[src/rtl/boolean_sweep_pkg.sv]
// Shared types and constants for the boolean truth-table sweeper.
// Holds the FSM state encoding and the vector, index and count widths.
package boolean_sweep_pkg;

  typedef enum logic [1:0] {
    IDLE  = 2'd0,
    DRIVE = 2'd1,
    DONE  = 2'd2
  } state_t;

  localparam int VEC_N = 16;
  localparam int IDX_W = 4;
  localparam int CNT_W = 5;
  localparam int NUM_Y = 5;

endpackage

[src/rtl/boolean_tt_sweeper.sv]
// Drives A..D through all 16 vectors and captures Y1..Y5 into per-output truth tables.
// Each vector is held for SETTLE+1 cycles. Sampling happens on the last cycle of the hold.
//
// state | meaning
// IDLE  | waiting for start; A..D hold the last vector driven
// DRIVE | holding vector idx, then sampling Y when the settle count reaches SETTLE
// DONE  | one-cycle completion pulse; results are final
module boolean_tt_sweeper
  import boolean_sweep_pkg::*;
#(
  parameter int SETTLE = 0
) (
  input  logic              clk,
  input  logic              rst,
  input  logic              start,
  output logic              A,
  output logic              B,
  output logic              C,
  output logic              D,
  input  logic              Y1,
  input  logic              Y2,
  input  logic              Y3,
  input  logic              Y4,
  input  logic              Y5,
  output logic              busy,
  output logic              done,
  output logic [VEC_N-1:0]  TT1,
  output logic [VEC_N-1:0]  TT2,
  output logic [VEC_N-1:0]  TT3,
  output logic [VEC_N-1:0]  TT4,
  output logic [VEC_N-1:0]  TT5,
  output logic [CNT_W-1:0]  ONES1,
  output logic [CNT_W-1:0]  ONES2,
  output logic [CNT_W-1:0]  ONES3,
  output logic [CNT_W-1:0]  ONES4,
  output logic [CNT_W-1:0]  ONES5
);

  localparam logic [1:0] SETTLE_C = 2'(SETTLE);

  state_t              state, state_n;
  logic [IDX_W-1:0]    idx;
  logic [1:0]          settle_cnt;
  logic [VEC_N-1:0]    tt   [NUM_Y];
  logic [CNT_W-1:0]    ones [NUM_Y];
  logic [NUM_Y-1:0]    y;
  logic                sample;
  logic                last_vec;

  assign y        = {Y5, Y4, Y3, Y2, Y1};
  assign sample   = (state == DRIVE) && (settle_cnt == SETTLE_C);
  assign last_vec = (idx == IDX_W'(VEC_N - 1));

  always_ff @(posedge clk) begin
    if (rst) state <= IDLE;
    else     state <= state_n;
  end

  always_comb begin
    state_n = state;
    case (state)
      IDLE:    if (start) state_n = DRIVE;
      DRIVE:   if (sample && last_vec) state_n = DONE;
      DONE:    state_n = IDLE;
      default: state_n = IDLE;
    endcase
  end

  // idx doubles as the stimulus register, so it stays at 15 after a sweep.
  always_ff @(posedge clk) begin
    if (rst) begin
      idx        <= '0;
      settle_cnt <= '0;
      for (int k = 0; k < NUM_Y; k++) begin
        tt[k]   <= '0;
        ones[k] <= '0;
      end
    end else if (state == IDLE && start) begin
      idx        <= '0;
      settle_cnt <= '0;
      for (int k = 0; k < NUM_Y; k++) begin
        tt[k]   <= '0;
        ones[k] <= '0;
      end
    end else if (state == DRIVE) begin
      if (sample) begin
        settle_cnt <= '0;
        if (!last_vec) idx <= idx + 1'b1;
        for (int k = 0; k < NUM_Y; k++) begin
          tt[k][idx] <= y[k];
          ones[k]    <= ones[k] + CNT_W'(y[k]);
        end
      end else begin
        settle_cnt <= settle_cnt + 1'b1;
      end
    end
  end

  assign {A, B, C, D} = idx;
  assign busy  = (state == DRIVE);
  assign done  = (state == DONE);
  assign TT1   = tt[0];
  assign TT2   = tt[1];
  assign TT3   = tt[2];
  assign TT4   = tt[3];
  assign TT5   = tt[4];
  assign ONES1 = ones[0];
  assign ONES2 = ones[1];
  assign ONES3 = ones[2];
  assign ONES4 = ones[3];
  assign ONES5 = ones[4];

endmodule

[config.mk]
export PLATFORM = sky130hd
export DESIGN_NAME = boolean_tt_sweeper
export DESIGN_NICKNAME = d
export VERILOG_FILES = /design/src/rtl/boolean_sweep_pkg.sv /design/src/rtl/boolean_tt_sweeper.sv
export SDC_FILE = /design/constraint.sdc
export NUM_CORES = 1
export LEC_CHECK = 0
export CAP_MARGIN = 15
export CORE_UTILIZATION = 43
export CTS_CLUSTER_DIAMETER = 150
export DETAILED_ROUTE_END_ITERATION = 7
export PLACE_DENSITY = 0.81
export RECOVER_POWER = 50
export SYNTH_ARGS = -nofsm -noshare
export SYNTH_HDL_FRONTEND = slang
export SYNTH_SLANG_ARGS = --single-unit
[constraint.sdc]
create_clock -name clk -period 2.45 [get_ports clk]
set_clock_uncertainty 0.15 [all_clocks]
set_input_delay 0.735 -clock clk [delete_from_list [all_inputs] [get_ports clk]]
set_output_delay 0.735 -clock clk [all_outputs]
set_load 0.005 [all_outputs]
After elaboration in Yosys (flattened, before gate mapping)
Memory sizes are Yosys's and may differ from the RTL's.
Index checks and enable logic that the tools add are counted.
{"block": "totals", "ff_bits": 8, "latch_bits": 0, "ram_bits": 105, "romBits": 0, "inputBits": 8, "output_inout_bits": 111, "word_cells": 236, "mem_count": 2}
{"name": "tt", "depth": 5, "width": 16, "read_ports": 5, "rd_clocked_by_memory_dff": 0, "wr": 5, "line": "boolean_tt_sweeper.sv:44", "source": "logic [VEC_N-1:0] tt [NUM_Y];"}
{"name": "ones", "depth": 5, "width": 5, "read_ports": 5, "rd_clocked_by_memory_dff": 0, "wr": 5, "line": "boolean_tt_sweeper.sv:45", "source": "logic [CNT_W-1:0] ones [NUM_Y];"}
{"block": "classes", "addsub": 7, "n_mul": 0, "n_div": 0, "magnitude_cmp": 2, "n_eq_ne": 5, "n_shift": 0, "n_mux": 112, "n_bitwise": 96, "n_reduce_logical": 9}
{"op": "16-bit two-way mux", "n": 6}
{"op": "1-bit bitwise OR", "n": 95}
{"op": "1-bit two-way mux", "n": 91}
{"op": "5-bit two-way mux", "n": 10}
{"op": "5-bit by 1-bit adder with 5-bit output", "n": 5}
{"op": "2-bit two-way mux", "n": 3}
{"op": "4-bit by 5-bit < comparator with 1-bit output, second input constant", "n": 1}
{"op": "4-bit by 1-bit adder with 4-bit output, second input constant", "n": 1}
{"op": "1-bit demux with 4-bit select", "n": 1}
{"op": "4-bit == test, second input constant", "n": 1}
{"op": "4-bit by 1-bit >= comparator with 1-bit output, second input constant", "n": 1}
{"op": "1-bit logical AND", "n": 4}
{"op": "2-bit logical NOT", "n": 2}
{"op": "2-bit case mux with 2 select lines", "n": 1}
{"op": "3-bit AND reduction", "n": 1}
{"op": "2-bit by 1-bit adder with 2-bit output, second input constant", "n": 1}
{"op": "2-bit by 1-bit == test with 1-bit output, second input constant", "n": 1}
{"op": "2-bit == test, second input constant", "n": 1}
{"op": "2-bit by 1-bit != test with 1-bit output, second input constant", "n": 1}
{"op": "2-bit != test, second input constant", "n": 1}
{"op": "2-bit AND reduction", "n": 1}
{"op": "2-bit OR reduction", "n": 1}
{"op": "1-bit NOT", "n": 1}

Logic depth before layout (Yosys ltp)
Gate-level depths: netlist of run 1.
{"block": "logic_depth", "ltp_word": 8, "mapped_depth": 6}

Worst setup path before layout of run 1
Ideal clock, no wire load.
{"block": "synth_path", "kind": "in2reg", "startpoint": "input rst", "endpoint": "memory ones[0][0], enable pin", "t_arrival_ps": 1807, "t_required_ps": 1868, "path_slack_ps": 61, "cell_stages": 4, "cell_sequence": "buf_2 a21oi_1 buf_1 nand2_1"}
{"element": "start: declaration", "line": "boolean_tt_sweeper.sv:14", "source": "input logic rst,"}
{"element": "end: declaration", "line": "boolean_tt_sweeper.sv:45"}

==> summary by stage, run 1 <==
Floorplanning
The die is 102 um wide. For this configuration, the core starts out at a cell density of 0.453. The die outline height is between 100 and 150 um. In this run the count of I/O pins placed on the die edge is between 100 and 150. The overall die area is 0.0103 mm^2. The number of rows created at floorplan is 35. The core region is 0.00942 mm^2.

Status
The run finished with clean final reports.

Setup path
STA classifies the critical path startpoint as a register. Broken down by cell family, the worst path's largest delay share belongs to buffers and inverters. The data arrival time of the critical path is between 1 and 1.5 ns. The number of buffer and inverter instances along the worst setup path is 1.

The setup path with the least slack is of type reg2out. Traced cell by cell, the critical path runs through clkdlybuf4s50_1. The largest single stage delay on the critical path is around 0.53 ns.

STA puts the critical path data required time at 1.56 ns. The critical register-to-register path startpoint is settle_cnt[0]. The kind of end point of the critical path is an output port. The startpoint of the worst setup timing path is ones[0][22].

Along the worst path, the maximum fanout reaches 4. The critical-path cell with the highest stage delay is sky130_fd_sc_hd__clkdlybuf4s50_1.

Hold path
The worst hold path belongs to the class reg2reg. In this run the most critical hold path is launched from state[1].

Route
The remaining routing DRC violations is 0. For this block, the via count after detailed routing is between 2,000 and 3,000. For this block, the routed nets add up to 9670 um of wire. The wire length per cell is 17.5 um. For this run, the detailed router's first-pass iteration total came to 4. The first-iteration detailed-routing DRC count is 191.

The via density per instance is between 4 and 5. The number of nets still failing antenna checks after routing is 0.

Clock tree
No sink is reached through more buffers than the 2 on the longest clock path. After clock tree synthesis, the clock-pin slew on the worst setup and hold paths is 0.05 ns. The tree is rooted in a sky130_fd_sc_hd__clkbuf_8. The clock latency at the later pin of the worst-skew pair is ~0.5 ns.

The number of levels the H-tree was split into is 4. Counting the buffers created by CTS gives 17. The tree built by TritonCTS fans out to between 100 and 150 sinks. TritonCTS built the clock tree.

STA
Headroom to the max-slew limit came out at 0.581. Adding up every negative setup slack in the final design gives 0 ns. The post-route clock period utilization is 0.964. Setup repair after global routing left no endpoint under its margin. Counting I/O delays and the setup requirement, the final critical path takes about 2.4 ns. Setup slack closes at 0.0874 ns. Based on the critical path, the design can be clocked at up to 423 MHz.

The total count of max-transition violations in the final report is 0. The count of final hold-check violations was 0. For the pin with the worst max-slew slack, the measured transition is between 0.6 and 0.7 ns. Setup violations remaining at the end of the flow were counted as 0.

Power and ir drop
The largest voltage drop on the vdd net is ~0.50 mV. The clock power share is 0.445. Of the total power, the share spent switching nets is 0.217. The cell internal power dissipation is between 3 and 4 mW.

In this run the power spent charging and discharging nets is roughly 1.1 mW. The part of the total power dissipated in sequential elements is 0.458. The completed layout was analyzed and its total power is 5.10 mW.

The cell leakage power is approximately 2.4 nW. The combinational share of power is 0.097. Power spread over the standard cell area amounts to ~810 mW/mm^2.

Logic synthesis
Among all cell types in the netlist, the one instantiated most often is sky130_fd_sc_hd__edfxtp_1. The number of nets produced by synthesis is ~280. For this run, asynchronously set or reset flops after synthesis account for 0. The flip-flop cell with the highest count after synthesis is sky130_fd_sc_hd__edfxtp_1. The biggest area contributor in the post-synthesis netlist is sky130_fd_sc_hd__edfxtp_1. The number of warnings issued by yosys is 0.

Yosys attributes the largest share of cell area to sky130_fd_sc_hd__edfxtp_1 74%, sky130_fd_sc_hd__ha_1 4.4%, sky130_fd_sc_hd__dfxtp_1 3.8%. Ranked by instance count, the synthesized netlist is headed by 105 x sky130_fd_sc_hd__edfxtp_1, 23 x sky130_fd_sc_hd__nor2_1, 15 x sky130_fd_sc_hd__ha_1. After synthesis the netlist holds a flip-flop and latch count of 113. The number of distinct library cells after synthesis is 36. The portion of synthesized cell area occupied by the leading cell type is 0.739. The number of cells produced by synthesis is roughly 260.

The share of the Yosys chip area taken by registers is 0.776. The average cell area after synthesis is between 15 and 20 um^2. The post-synthesis instance area is 0.00427 mm^2.

The number of enable flip-flop cells after synthesis is 105.

Finish
The final net count is roughly 440. From synthesis to final layout, the design area changed by 47.8%. Fill cells in the final layout number around 650.

The fraction of final layout cells sized beyond drive strength 1 is 0.118. The total inserted antenna cells is 0. The post-route cell area is approximately 0.0063 mm^2. Once layout is complete, the utilization of the core stands at 0.670.

Run
The max-cap violation count is 0.

Place
Once detailed placement completed, the half-perimeter wirelength came to 6570 um. At the placement stage, the worst setup path has a slack of -0.530 ns. Input and output buffers added on the ports amount to 118. The final RePlAce weighted congestion is a little over 0.8. In this run the cell area measured after placement is between 0.005 and 0.006 mm^2.

GRT
The first global-routing pass estimated about 15,000 um of wire. Entering global routing, the biggest net connects 26 pins. The initial antenna violation count is 0. For this run, the total global-route usage over all layers was measured as 0.204.

Global routing finished with a remaining overflow of 0. The number of global-route vias before repair is between 2,000 and 3,000.
[worst paths after layout]
path / slack, ns / cells after the start / end
max: 0.09 / 1 / ONES5[2]
min: 0.37 / 1 / state[0]
max reg2reg: 0.38 / 6 / tt[0][5]
min reg2reg: 0.37 / 1 / state[0]
[state kept, by name, summed over array words and instances, names as in the netlist]
register / cells
settle_cnt: 2
tt: 80
ones: 25
state: 2
idx: 4
[cell type report]
type / instances / area (um^2) / area share
well taps: 129 / 161 / 0.0256
repair buffers: 144 / 1370 / 0.217
inverters: 7 / 26.3 / 0.00416
clock buffers: 17 / 414 / 0.0656
flip-flops and latches: 113 / 3320 / 0.527
multi-input cells: 129 / 872 / 0.138
clock inverters: 15 / 144 / 0.0228
[per-layer routing]
layer	vias to the layer above	share of wire	GRT usage	wire, um
li1	1276	-	-	-
met1	1346	0.39	0.243	3790
met2	131	0.52	0.344	5020
met3	12	0.080	0.0580	774
met4	0	0.0098	0.0914	95
met5	-	0	0	0
[power by group through the flow]
stage,sequential (mW),combinational [mW],clock [mW]
2_1_floorplan,2.38,0.119,0
5_1_grt,2.35,0.539,2.37
4_1_cts,2.34,0.524,2.28
6_report,2.33,0.495,2.27
3_5_place_dp,2.38,0.519,0
3_3_place_gp,2.38,0.502,0
[what timing repair did]
item	4_1_cts	5_1_grt
setup buffers	0	0
setup endpoints to repair	13	4
hold buffers	0	0
gates resized for setup	7	5
pin swaps	0	0
cloned	0	0
endpoints found under the hold margin	0	0
[cells in the final DEF, fill, tap and decap left out, drive strengths merged, types with 2 or more instances in the layout]
| cell type | instances |
|---|---|
| edfxtp | 105 |
| nor2 | 23 |
| buf | 8 |
| dfxtp | 8 |
| a21oi | 4 |
| bufinv | 2 |
| dlygate4sd3 | 2 |
| clkdlybuf4s50 | 114 |
| and2 | 5 |
| nand3 | 14 |
| xor2 | 10 |
| xnor2 | 5 |
| nor4 | 3 |
| and3 | 11 |
| nand2 | 5 |
| clkbuf | 35 |
| inv | 8 |
| ha | 15 |
| mux2i | 2 |
| clkinvlp | 6 |
| clkinv | 6 |
| a21o | 4 |
| o21ai | 14 |
[metrics by stage]
stage	hold slack (ns)	cells
after floorplan	0.310	258
after global placement	0.324	522
after detailed placement	0.382	522
after CTS	0.376	554
after global routing	0.397	554
final	0.367	554
[logic make-up (layout without fill, tap and decap cells)]
family                     count (synthesis)  count (layout)  share of synthesized area
DFF                                      113             113                      0.776
adders and majority gates                 15              15                     0.0440
AOI/OAI and AO/OA                         24              24                     0.0323
xor gates and xnor gates                  15              15                     0.0308
muxes                                      2               2                    0.00469
buffers and inverters                     16             183                     0.0188
and+or+nand+nor                           73              73                     0.0932
No activity file was read; power rests on OpenSTA's default activity.
==> run 2, diff against run 1 <==
--- a/config.mk
+++ b/config.mk
@@ -6,11 +6,13 @@
 export NUM_CORES = 1
 export LEC_CHECK = 0
 export CAP_MARGIN = 15
+export CORE_ASPECT_RATIO = 0.75
 export CORE_UTILIZATION = 43
 export CTS_CLUSTER_DIAMETER = 150
 export DETAILED_ROUTE_END_ITERATION = 7
 export PLACE_DENSITY = 0.81
 export RECOVER_POWER = 50
+export REMOVE_ABC_BUFFERS = 1
 export SYNTH_ARGS = -nofsm -noshare
 export SYNTH_HDL_FRONTEND = slang
 export SYNTH_SLANG_ARGS = --single-unit
==> run 2 against run 1 <==
Via count increased by 0.40%. Final cell count rose by 0.72%. Power is 4.1% higher. Critical path depth is 1 higher. Critical endpoint is now done.
==> summary by stage, run 2 (synthesized netlist as in run 1, its figures left out) <==
STA
The worst-case headroom to the max-slew limit is 0.491. For the pin with the worst max-slew slack, the measured transition is between 0.7 and 0.8 ns. The smallest setup slack after layout is between 0.05 and 0.06 ns.

Timing would allow up to approximately 420 MHz. The number of setup violations in the final report is 0. The count of final hold-check violations is 0. The post-route clock period utilization is 0.978. Setup repair after global routing left no endpoint under its margin. The total count of max-transition violations in the final report is 0. The time the final worst path needs with I/O delays and setup is 2.40 ns.

Power and ir drop
Cell internal power was estimated by the tool at around 4.1 mW. The share of total power dissipated in combinational logic is 0.094. The cell leakage power is 2.44 nW. The largest voltage drop on the vdd net is ~0.39 mV. Of the total power, the share spent switching nets is 0.229. The part of the total power dissipated in sequential elements is 0.440.

For this design the total switching power over the nets is roughly 1.2 mW. The clock power share is 0.466. Dividing total power by cell area gives a power density of between 800 and 900 mW/mm^2.

Floorplanning
The area of the placeable core is 0.00966 mm^2. The die outline height is approximately 88 um. The number of rows created at floorplan is 31. The floorplan step defined a die boundary enclosing between 0.01 and 0.015 mm^2. The width of the chip is around 120 um. For this configuration, the core starts out at a cell density of 0.442.

119 I/O pins were placed.

Finish
The most common cell after layout, fill and taps aside is sky130_fd_sc_hd__clkdlybuf4s50_1. In the layout the commonest cells are 115 x sky130_fd_sc_hd__clkdlybuf4s50_1, 105 x sky130_fd_sc_hd__edfxtp_1, 23 x sky130_fd_sc_hd__nor2_1. In the final layout, the share of cells above drive strength 1 is 0.141.

The register with the most flip-flops in the layout has 80 of them. In the final design database the tool counted around 440 nets. The post-route cell area is around 0.0064 mm^2. The register with the most flip-flops is tt. The largest registers in the layout are tt x80, ones x25, idx x4. The area growth from synthesis to final layout is 49.5%.

Run
Across the run, the number of max-cap violations was 0.

Clock tree
CTS placed an instance of sky130_fd_sc_hd__clkbuf_16 at the clock tree root. The number of hold buffers added after CTS was 0. The TritonCTS clock tree is yes. The clock sink total is 113. The number of gates resized after CTS was 1. The number of levels the H-tree was split into is 4. Post-CTS timing repair inserted 0 buffers for setup. The clock buffer count from CTS is 17. After clock tree synthesis, the clock-pin slew on the worst setup and hold paths is 0.06 ns. The clock latency at the later pin of the worst-skew pair is roughly 0.41 ns. The clock passes through at most 2 buffers.

Route
The total via count in the routed design is approximately 2,800. In this run, the number of DRC markers left after iteration 0 of detailed routing was roughly 240. The number of nets still failing antenna checks after routing is 0.

The wire length per cell is 17.5 um. The via density per instance is roughly 5. The first-pass iteration count of the detailed router is 4. Wires add up to ~10000 um. The remaining routing DRC violations is 0.

Place
OpenSTA, run right after detailed placement, puts the worst setup slack at -0.0773 ns. At the end of routability-driven placement, the weighted congestion stood at between 0.8 and 0.9. The number of I/O port buffers is 118. The placed wire-length estimate is between 6000 and 7000 um. The cell area reported after detailed placement is 0.00583 mm^2.

GRT
The overflow left after global routing is 0. For this run, the total global-route usage over all layers was measured as 0.200. The met2 demand-to-capacity share in global routing is 0.309. For this run, global-route usage on met3 was measured as 0.0767. Entering global routing, the biggest net connects 26 pins. For this run, global-route usage on met1 was measured as 0.255. The initial antenna violation count is 1. The global-route wire length before repair is ~14,000 um. The number of global-route vias before repair is 2,689. The most utilized layer in the global route result is met2.

Setup path
The critical-path cell with the highest stage delay is sky130_fd_sc_hd__clkdlybuf4s50_1. The critical path's largest stage delay is ~0.5 ns. The startpoint-to-endpoint class of the critical path is reg2out. In this run the register-to-register setup slack is 0.44 ns. The data arrival time of the critical path is ~1.5 ns. The number of buffer and inverter instances along the worst setup path is 1. Traced cell by cell, the critical path runs through and2b_2 > clkdlybuf4s50_1. The sort of element at the start of the critical path is a register.

The worst setup path is captured at an output port. The family with the most delay on the worst path is buffers and inverters. At the worst endpoint, the required time is roughly 1.6 ns. Of all nets on the critical path, the largest fanout is 10.

Status
The run finished with clean final reports.

Hold path
The min-delay analysis places its worst path in the category reg2reg.
-- run 2: cell count changes in the layout (fill, tap and decap cells not counted), sizes merged --
cell	delta
inv	+8
buf	+4
clkbuf	-4
clkinv	-4
clkinvlp	-4
clkdlybuf4s50	+1
diode	+1
dlygate4sd2	-1
dlygate4sd3	+1
dlymetal6s2s	-1
-- run 2: power by group through the flow --
stage | registers, mW | clock network [mW] | logic [mW]
floorplan | 2.38 | 0 | 0.109
global placement | 2.38 | 0 | 0.502
detailed placement | 2.38 | 0 | 0.517
CTS | 2.34 | 2.49 | 0.520
global route | 2.35 | 2.59 | 0.543
finish | 2.34 | 2.47 | 0.499
-- run 2: path summary, 6_finish.rpt --
check	start	depth (start not counted)	end
setup reg to reg	settle_cnt[0]	5	ones[0][3]
hold / removal	settle_cnt[1]	2	settle_cnt[1]
setup / recovery	state[1]	2	done
hold reg to reg	settle_cnt[1]	2	settle_cnt[1]
-- run 2: layout make-up --
type / instances / area, um^2
Clock buffer: 17 / 425
Clock inverter: 15 / 169
Tap cell: 132 / 165
Antenna cell: 1 / 2.50
Timing Repair Buffer: 144 / 1400
Sequential cell: 113 / 3310
Inverter: 7 / 26.3
Fill cell: 680 / 3280
Multi-Input combinational cell: 129 / 876
-- run 2: stage by stage --
| step | utilization | instances | TNS [ns] | power, mW | hold slack (ns) |
|---|---|---|---|---|---|
| after floorplan | - | 249 | 0 | 2.49 | 0.310 |
| after global placement | 0.604 | 525 | -0.618 | 2.88 | 0.326 |
| after detailed placement | 0.604 | 525 | -5.16 | 2.89 | 0.341 |
| after CTS | 0.665 | 557 | 0 | 5.35 | 0.355 |
| after global routing | 0.661 | 558 | 0 | 5.48 | 0.401 |
| final | 0.661 | 558 | 0 | 5.31 | 0.349 |
-- run 2: routing by layer --
layer / wire length [um] / vias up
li1: - / 1285
met4: 155 / 0
met3: 738 / 15
met2: 4640 / 125
met5: 0 / -
met1: 4210 / 1351
-- run 2: worst reg2reg max path: stages (launching register included) --
cell and delay, ns:
sky130_fd_sc_hd__dfxtp_1 0.34, sky130_fd_sc_hd__inv_1 0.05, sky130_fd_sc_hd__ha_1 0.29, sky130_fd_sc_hd__nand4bb_1 0.17, sky130_fd_sc_hd__clkbuf_1 0.60, sky130_fd_sc_hd__nor2_1 0.13
